$ cat src/rtl/countdown_timer_pkg.sv
// Shared timer definitions used by the up/down counters and the display logic.
package countdown_timer_pkg;

  localparam int TIME_W      = 6;
  localparam int MAX_VAL_DEF = 59;

  typedef enum logic [1:0] {
    IDLE    = 2'd0,
    RUN     = 2'd1,
    PAUSED  = 2'd2,
    EXPIRED = 2'd3
  } timer_state_e;

endpackage

$ cat src/rtl/countdown_timer_tick_prescaler.sv
// Divides clk down to a one-cycle tick every TICKS_PER_SEC enabled cycles.
module tick_prescaler #(
  parameter int TICKS_PER_SEC = 1
) (
  input  logic clk,
  input  logic rst_n,
  input  logic en,
  input  logic clr,
  output logic tick
);

  localparam int PW = (TICKS_PER_SEC > 1) ? $clog2(TICKS_PER_SEC) : 1;
  localparam logic [PW-1:0] LAST = PW'(TICKS_PER_SEC - 1);

  logic [PW-1:0] cnt;

  assign tick = en && (cnt == LAST);

  always_ff @(posedge clk) begin
    if (!rst_n) begin
      cnt <= '0;
    end else if (clr) begin
      cnt <= '0;
    end else if (en) begin
      cnt <= (cnt == LAST) ? '0 : cnt + 1'b1;
    end
  end

endmodule

$ cat src/rtl/countdown_timer.sv
// mm:ss down-counter with load/start/pause control and a one-cycle done pulse at 00:00.
module countdown_timer
  import countdown_timer_pkg::*;
#(
  parameter int TICKS_PER_SEC = 1,
  parameter int MAX_VAL       = MAX_VAL_DEF
) (
  input  logic              clk,
  input  logic              rst_n,
  input  logic              load,
  input  logic [TIME_W-1:0] load_min,
  input  logic [TIME_W-1:0] load_sec,
  input  logic              start,
  input  logic              pause,
  output logic [TIME_W-1:0] minute,
  output logic [TIME_W-1:0] second,
  output logic              running,
  output logic              done
);

  localparam logic [TIME_W-1:0] MAX_T = TIME_W'(MAX_VAL);

  timer_state_e      state, state_nxt;
  logic [TIME_W-1:0] min_nxt, sec_nxt;
  logic              done_nxt;
  logic              pre_en, pre_clr, tick;

  function automatic logic [TIME_W-1:0] sat_time(input logic [TIME_W-1:0] v);
    return (v > MAX_T) ? MAX_T : v;
  endfunction

  // Counting stops on the edge a load or pause is seen, so a pause that
  // lands on a tick edge leaves the prescaler parked on its last count.
  assign pre_en = (state == RUN) && !load && !pause;

  tick_prescaler #(
    .TICKS_PER_SEC(TICKS_PER_SEC)
  ) u_prescaler (
    .clk  (clk),
    .rst_n(rst_n),
    .en   (pre_en),
    .clr  (pre_clr),
    .tick (tick)
  );

  always_comb begin
    state_nxt = state;
    min_nxt   = minute;
    sec_nxt   = second;
    done_nxt  = 1'b0;
    pre_clr   = 1'b0;
    if (load) begin
      min_nxt   = sat_time(load_min);
      sec_nxt   = sat_time(load_sec);
      state_nxt = IDLE;
      pre_clr   = 1'b1;
    end else if (pause) begin
      if (state == RUN) state_nxt = PAUSED;
    end else if (start && (state == IDLE)) begin
      if ((minute != '0) || (second != '0)) begin
        state_nxt = RUN;
        pre_clr   = 1'b1;
      end
    end else if (start && (state == PAUSED)) begin
      state_nxt = RUN;
    end else if ((state == RUN) && tick) begin
      if (second != '0) begin
        sec_nxt = second - 1'b1;
      end else if (minute != '0) begin
        sec_nxt = MAX_T;
        min_nxt = minute - 1'b1;
      end
      if ((minute == '0) && (second == TIME_W'(1))) begin
        state_nxt = EXPIRED;
        done_nxt  = 1'b1;
      end
    end
  end

  always_ff @(posedge clk) begin
    if (!rst_n) begin
      state   <= IDLE;
      minute  <= '0;
      second  <= '0;
      running <= 1'b0;
      done    <= 1'b0;
    end else begin
      state   <= state_nxt;
      minute  <= min_nxt;
      second  <= sec_nxt;
      running <= (state_nxt == RUN);
      done    <= done_nxt;
    end
  end

endmodule

$ cat config.mk
export PLATFORM = sky130hd
export DESIGN_NAME = countdown_timer
export DESIGN_NICKNAME = d
export VERILOG_FILES = /design/src/rtl/countdown_timer_pkg.sv /design/src/rtl/countdown_timer_tick_prescaler.sv /design/src/rtl/countdown_timer.sv
export SDC_FILE = /design/constraint.sdc
export NUM_CORES = 1
export LEC_CHECK = 0
export ABC_AREA = 1
export CAP_MARGIN = 15
export CORE_ASPECT_RATIO = 1.75
export CORE_MARGIN = 1
export CORE_UTILIZATION = 23
export DETAILED_ROUTE_END_ITERATION = 10
export PLACE_DENSITY = 0.54
export SYNTH_ARGS = -nofsm -noshare
export SYNTH_HDL_FRONTEND = slang
export SYNTH_SLANG_ARGS = --single-unit
$ cat constraint.sdc
create_clock -name clk -period 4.1 [get_ports clk]
set_input_delay 0.41 -clock clk [delete_from_list [all_inputs] [get_ports clk]]
set_output_delay 0.41 -clock clk [all_outputs]
set_load 0.02 [all_outputs]
Yosys cells after proc, flatten, opt, wreduce, memory -nomap -nowiden --
Cells that the tools add are included.
Word-level totals: register bits after elaboration 17, latch bits 0, memory bits (writable) 0, ROM bits 0, input bits 17, output and inout bits 14, logic and storage cells 73, memories kept 0
Cells by class: add/subtract/negate cells 3, multiply operators 0, divide/modulo/power cells 0, order comparisons 2, equality and inequality tests 8, shift-type cells 0, muxes and demuxes 30, bitwise gates (word level) 3, reductions and logical operators 21
Operator list (count):
- 2-to-1 mux 6 bit | 16
- 2-to-1 mux 2 bit | 8
- greater-than comparator 6 bit (second input constant) | 2
- nonzero test 6 bit | 2
- subtractor 6 x 1 -> 6 bit (second input constant) | 2
- != test 2 bit (second input constant) | 4
- logical AND 1 bit | 7
- == test 6 x 1 -> 1 bit (second input constant) | 1
- logical NOT 6 bit | 1
- 2-to-1 mux 1 bit | 6
- AND reduction 6 bit | 1
- OR reduction 6 bit | 1
- AND reduction 5 bit | 1
- == test 2 x 1 -> 1 bit (second input constant) | 2
- nonzero test 2 bit | 2
- NOT 1 bit | 3
- nonzero test 3 bit | 1
- == test 2 bit (second input constant) | 1
- logical NOT 1 bit | 2
- logical NOT 2 bit | 1
- OR reduction 2 bit | 1
- adder 1 bit (second input constant) | 1
- logical OR 1 bit | 1

Logic depth before layout (Yosys ltp) --
depth after elaboration 11, mapped depth 10, mapped depth without buffers 10

By module --
A second synthesis with hierarchy kept.
Second synthesis, totals: cells, all modules 175, area, all modules 1152.4 um2
By module, submodules not included:
- countdown_timer | times used 1, cells an instance 174, area each 1144.8 um2, sequential area each 320.3 um2
- tick_prescaler | times used 1, cells an instance 1, area each 7.5 um2, sequential area each 0.0 um2

Least setup slack after synthesis --
OpenSTA, ideal clock, no wires.
kind register to register, start register second[0], end register minute[4], arrival time 1.421 ns, required time 3.981 ns, slack 2.561 ns, cell stages (with the launch flop) 10, path buffers 0, cells stage by stage dfxtp_1 -> inv_1 -> ha_1 -> nand2_2 -> nor2_4 -> nand3_2 -> nand2_2 -> or2_1 -> inv_1 -> nor2_2
On the way: word-level cells in the longest chain between the ends 3
Ends and longest elaborated chain:
- from (decl) | line countdown_timer.sv:16 | output logic [TIME_W-1:0] second,
- from (signal assigned) | line countdown_timer.sv:90 | second <= sec_nxt;
- nonzero test 6 bit | line countdown_timer.sv:67 | if (second != '0) begin
- != test 2 bit (no source line)
- AND reduction 6 bit (no source line)
- to (signal assigned) | line countdown_timer.sv:89 | minute <= min_nxt;
- to (decl) | line countdown_timer.sv:15 | output logic [TIME_W-1:0] minute,
No other way between the ends. A chain may end at the register's enable or synchronous reset.

Final worst setup path --
start input port load, end register second[2]
On the way: word-level cells in the longest chain between the ends 7
Ends and longest elaborated chain:
- from (decl) | line countdown_timer.sv:10 | input logic load,
- logical NOT 1 bit | line countdown_timer.sv:34 | assign pre_en = (state == RUN) && !load && !pause;
- logical AND 1 bit (2 in a row) | line countdown_timer.sv:34
- logical AND 1 bit | line countdown_timer_tick_prescaler.sv:17 | assign tick = en && (cnt == LAST);
- logical AND 1 bit | line countdown_timer.sv:66 | end else if ((state == RUN) && tick) begin
- nonzero test 2 bit (no source line)
- AND reduction 5 bit (no source line)
Several ways; a longest one is shown, not always the timed one.

==> summary.txt <==
Global routing
  • Grt total ovfl: 0
  • First-pass GRT wire length: 4930 um
  • Vias in the first global route: 1,114
  • Largest net degree at the start of global routing: 17
  • Gr usage total: 13.2%
  • Number of antenna violations at the first check in global routing: 0

Routing
  • Drc violations: 0
  • Routed Wire Length: 2960 um
  • Routed len/inst: 11.5 um
  • Routed Antenna Nets: 0
  • Via count: 1,155
  • Drt pass-1 iters: 4
  • Starting DRC count in detailed routing: 24
  • Vias per cell: 4.51

Pwr
  • Worst-case vdd ir drop: 0.137 mV
  • Clock group share of total power: 26.3%
  • Power Density: 300 nW/um^2
  • Int Power: 0.299 mW
  • P_leak: 0.656 nW
  • Switching pwr: 0.149 mW
  • Combinational fraction of design power: 33.6%
  • Flop pwr share: 40.1%
  • Switching Fraction: 33.3%

Timing
  • RSZ-0062 raised after global routing: no
  • Slew headroom: 65.6%
  • Final worst slack: 2.06 ns
  • F_max: 490 MHz
  • Setup_tns: 0 ns
  • Setup violators final: 0
  • Worst-Margin Slew: 0.515 ns
  • Max Slew Vio Count: 0
  • Period utilization: 49.7%
  • Clock skew: 0.00464 ns
  • Final Hold Viols: 0
  • Tmin final: 2.04 ns

CTS
  • H-tree Lvls: 1
  • # Post-CTS Setup Buffers: 0
  • Hold-fix buffers, CTS: 0
  • Clock latency on the worst-skew pair: 0.25 ns
  • Root Buffer: clkbuf_8
  • PostCTS Resize Cnt: 0
  • CTS tree: built
  • CTS clk-pin slew, worst paths: 0.06 ns
  • Sink Count: 16
  • CTS Buffer Depth: 2
  • Num CTS Buffers: 3

Synthesis
  • Post-Syn Area per Cell: 6.31 sq um
  • YS warnings: 0
  • Synth cell types: 22
  • Cell Area, Synth: 1100 sq um
  • Post-synthesis sequential area ratio: 29.2%
  • Syn Inst Count: 174
  • Syn_nets: 196
  • #FFs+latches synth: 16

Place
  • I/O Buffers: 30
  • Post-DP Area: 1450 sq um
  • Setup WS pre-CTS: 1.81 ns
  • Placer Congestion: 0.840
  • Dpl hpwl: 2360 um

Die
  • Die ar.: 5070 sq um
  • Die Ht: 93.4 um
  • Die Wd: 54.2 um
  • Io pins: 31
  • Cell Rows: 32
  • Initial Util: 24.5%
  • Core area: 4480 sq um

Final layout
  • Layout cells sized above 1: 7.32%
  • Most frequent cells in the layout: 42 x nand2_1, 33 x nor2_1, 30 x clkdlybuf4s50_1
  • Commonest non-fill, non-tap cell in the layout: nand2_1
  • Final net count: 229
  • Core Util, Final: 33.3%
  • Area growth, synth to finish: 36.1%
  • Diode count: 0
  • Final non-filler cell area: 1500 sq um

Critical path
  • Worst setup EP type: flip-flop
  • Worst R2R Setup Slack: 2.48 ns
  • CP required: 4.27 ns
  • Crit Path Category: primary input to flip-flop
  • CP max FO: 16
  • Type of origin of the critical path: primary input
  • CP Data Arrival Time: 2.21 ns

Status
  • Outcome: finished, final reports clean

Job
  • Max_cap viols: 0

Worst hold path
  • Hold Crit Class: flip-flop to flip-flop
==> stage by stage <==
stage / hold WS, ns / cells / power, mW
floorplan: 0.526 / 174 / 0.276
global placement: 0.506 / 253 / 0.335
detailed placement: 0.489 / 253 / 0.334
CTS: 0.501 / 256 / 0.456
global route: 0.529 / 256 / 0.485
finish: 0.497 / 256 / 0.448
==> flip-flops by register name, indices dropped and copies added (netlist names) <==
signal and flops:
done 1, state 2, running 1, minute 6
second 6
==> final timing paths <==
check                         start  depth (start not counted)                      to
max                            load                          6  second[2]$_SDFFE_PN0P_
max reg2reg  second[0]$_SDFFE_PN0P_                          9  minute[4]$_SDFFE_PN0P_
min          minute[2]$_SDFFE_PN0P_                          2  minute[2]$_SDFFE_PN0P_
min reg2reg  minute[2]$_SDFFE_PN0P_                          2  minute[2]$_SDFFE_PN0P_
==> routing by layer <==
| layer | track usage [%] | share of wire, % | up-vias |
|---|---|---|---|
| met5 | 0 | 0 | - |
| met1 | 14.5 | 41 | 506 |
| met2 | 24.2 | 53 | 30 |
| met4 | 3.85 | 1.2 | 0 |
| li1 | - | - | 615 |
| met3 | 2.28 | 4.9 | 4 |
==> final cells by class <==
class	instances	area [sq um]
fill	499	2990
timing repair buffer	30	300
tap	51	63.8
sequential	16	320
clock buffer	3	41.3
inverter	21	78.8
multi-input combinational	135	691
==> critical path, stage by stage <==
cell and delay (ns):
clkdlybuf4s50_1 0.66, inv_1 0.52, nand2_1 0.20, o21ai_0 0.22, nand2_1 0.08, a21oi_1 0.12
==> cells in the mapped netlist <==
master	count	share of area, %
nand2_1	42	14
nor2_1	33	11
inv_1	20	6.8
dfxtp_1	16	29
o21ai_0	12	5.5
nand3_1	10	4.6
nand4_1	6	3.4
a21oi_1	5	2.3
ha_1	5	5.7
nand2_2	4	2.3
xnor2_1	4	3.2
a22oi_1	3	2.0
nor2_2	3	1.7
nor2_4	3	3.1
a21oi_2	1	0.80
buf_2	1	0.46
clkbuf_1	1	0.34
clkinv_1	1	0.34
nand3_2	1	0.91
nor3_1	1	0.46
or2_1	1	0.57
xor2_1	1	0.80
==> power groups by stage <==
stage	clock, mW	sequential [mW]	combinational (mW)
6_report	0.118	0.180	0.151
5_1_grt	0.134	0.181	0.170
4_1_cts	0.125	0.180	0.151
3_5_place_dp	0	0.183	0.150
3_3_place_gp	0	0.184	0.151
2_1_floorplan	0	0.193	0.0828
==> cells by family (layout without fill, tap and decap cells) <==
kind of cell             after synthesis  count (layout)  share of synthesized area (%)
AO/OA/AOI/OAI                         21              21                           10.6
XOR/XNOR                               5               5                           3.99
adder cells (fa/ha/maj)                5               5                           5.69
buffers and inverters                 23              54                           7.97
flip-flops                            16              16                           29.2
AND/OR/NAND/NOR                      104             104                           42.6
No activity file was read; power rests on OpenSTA's default activity.
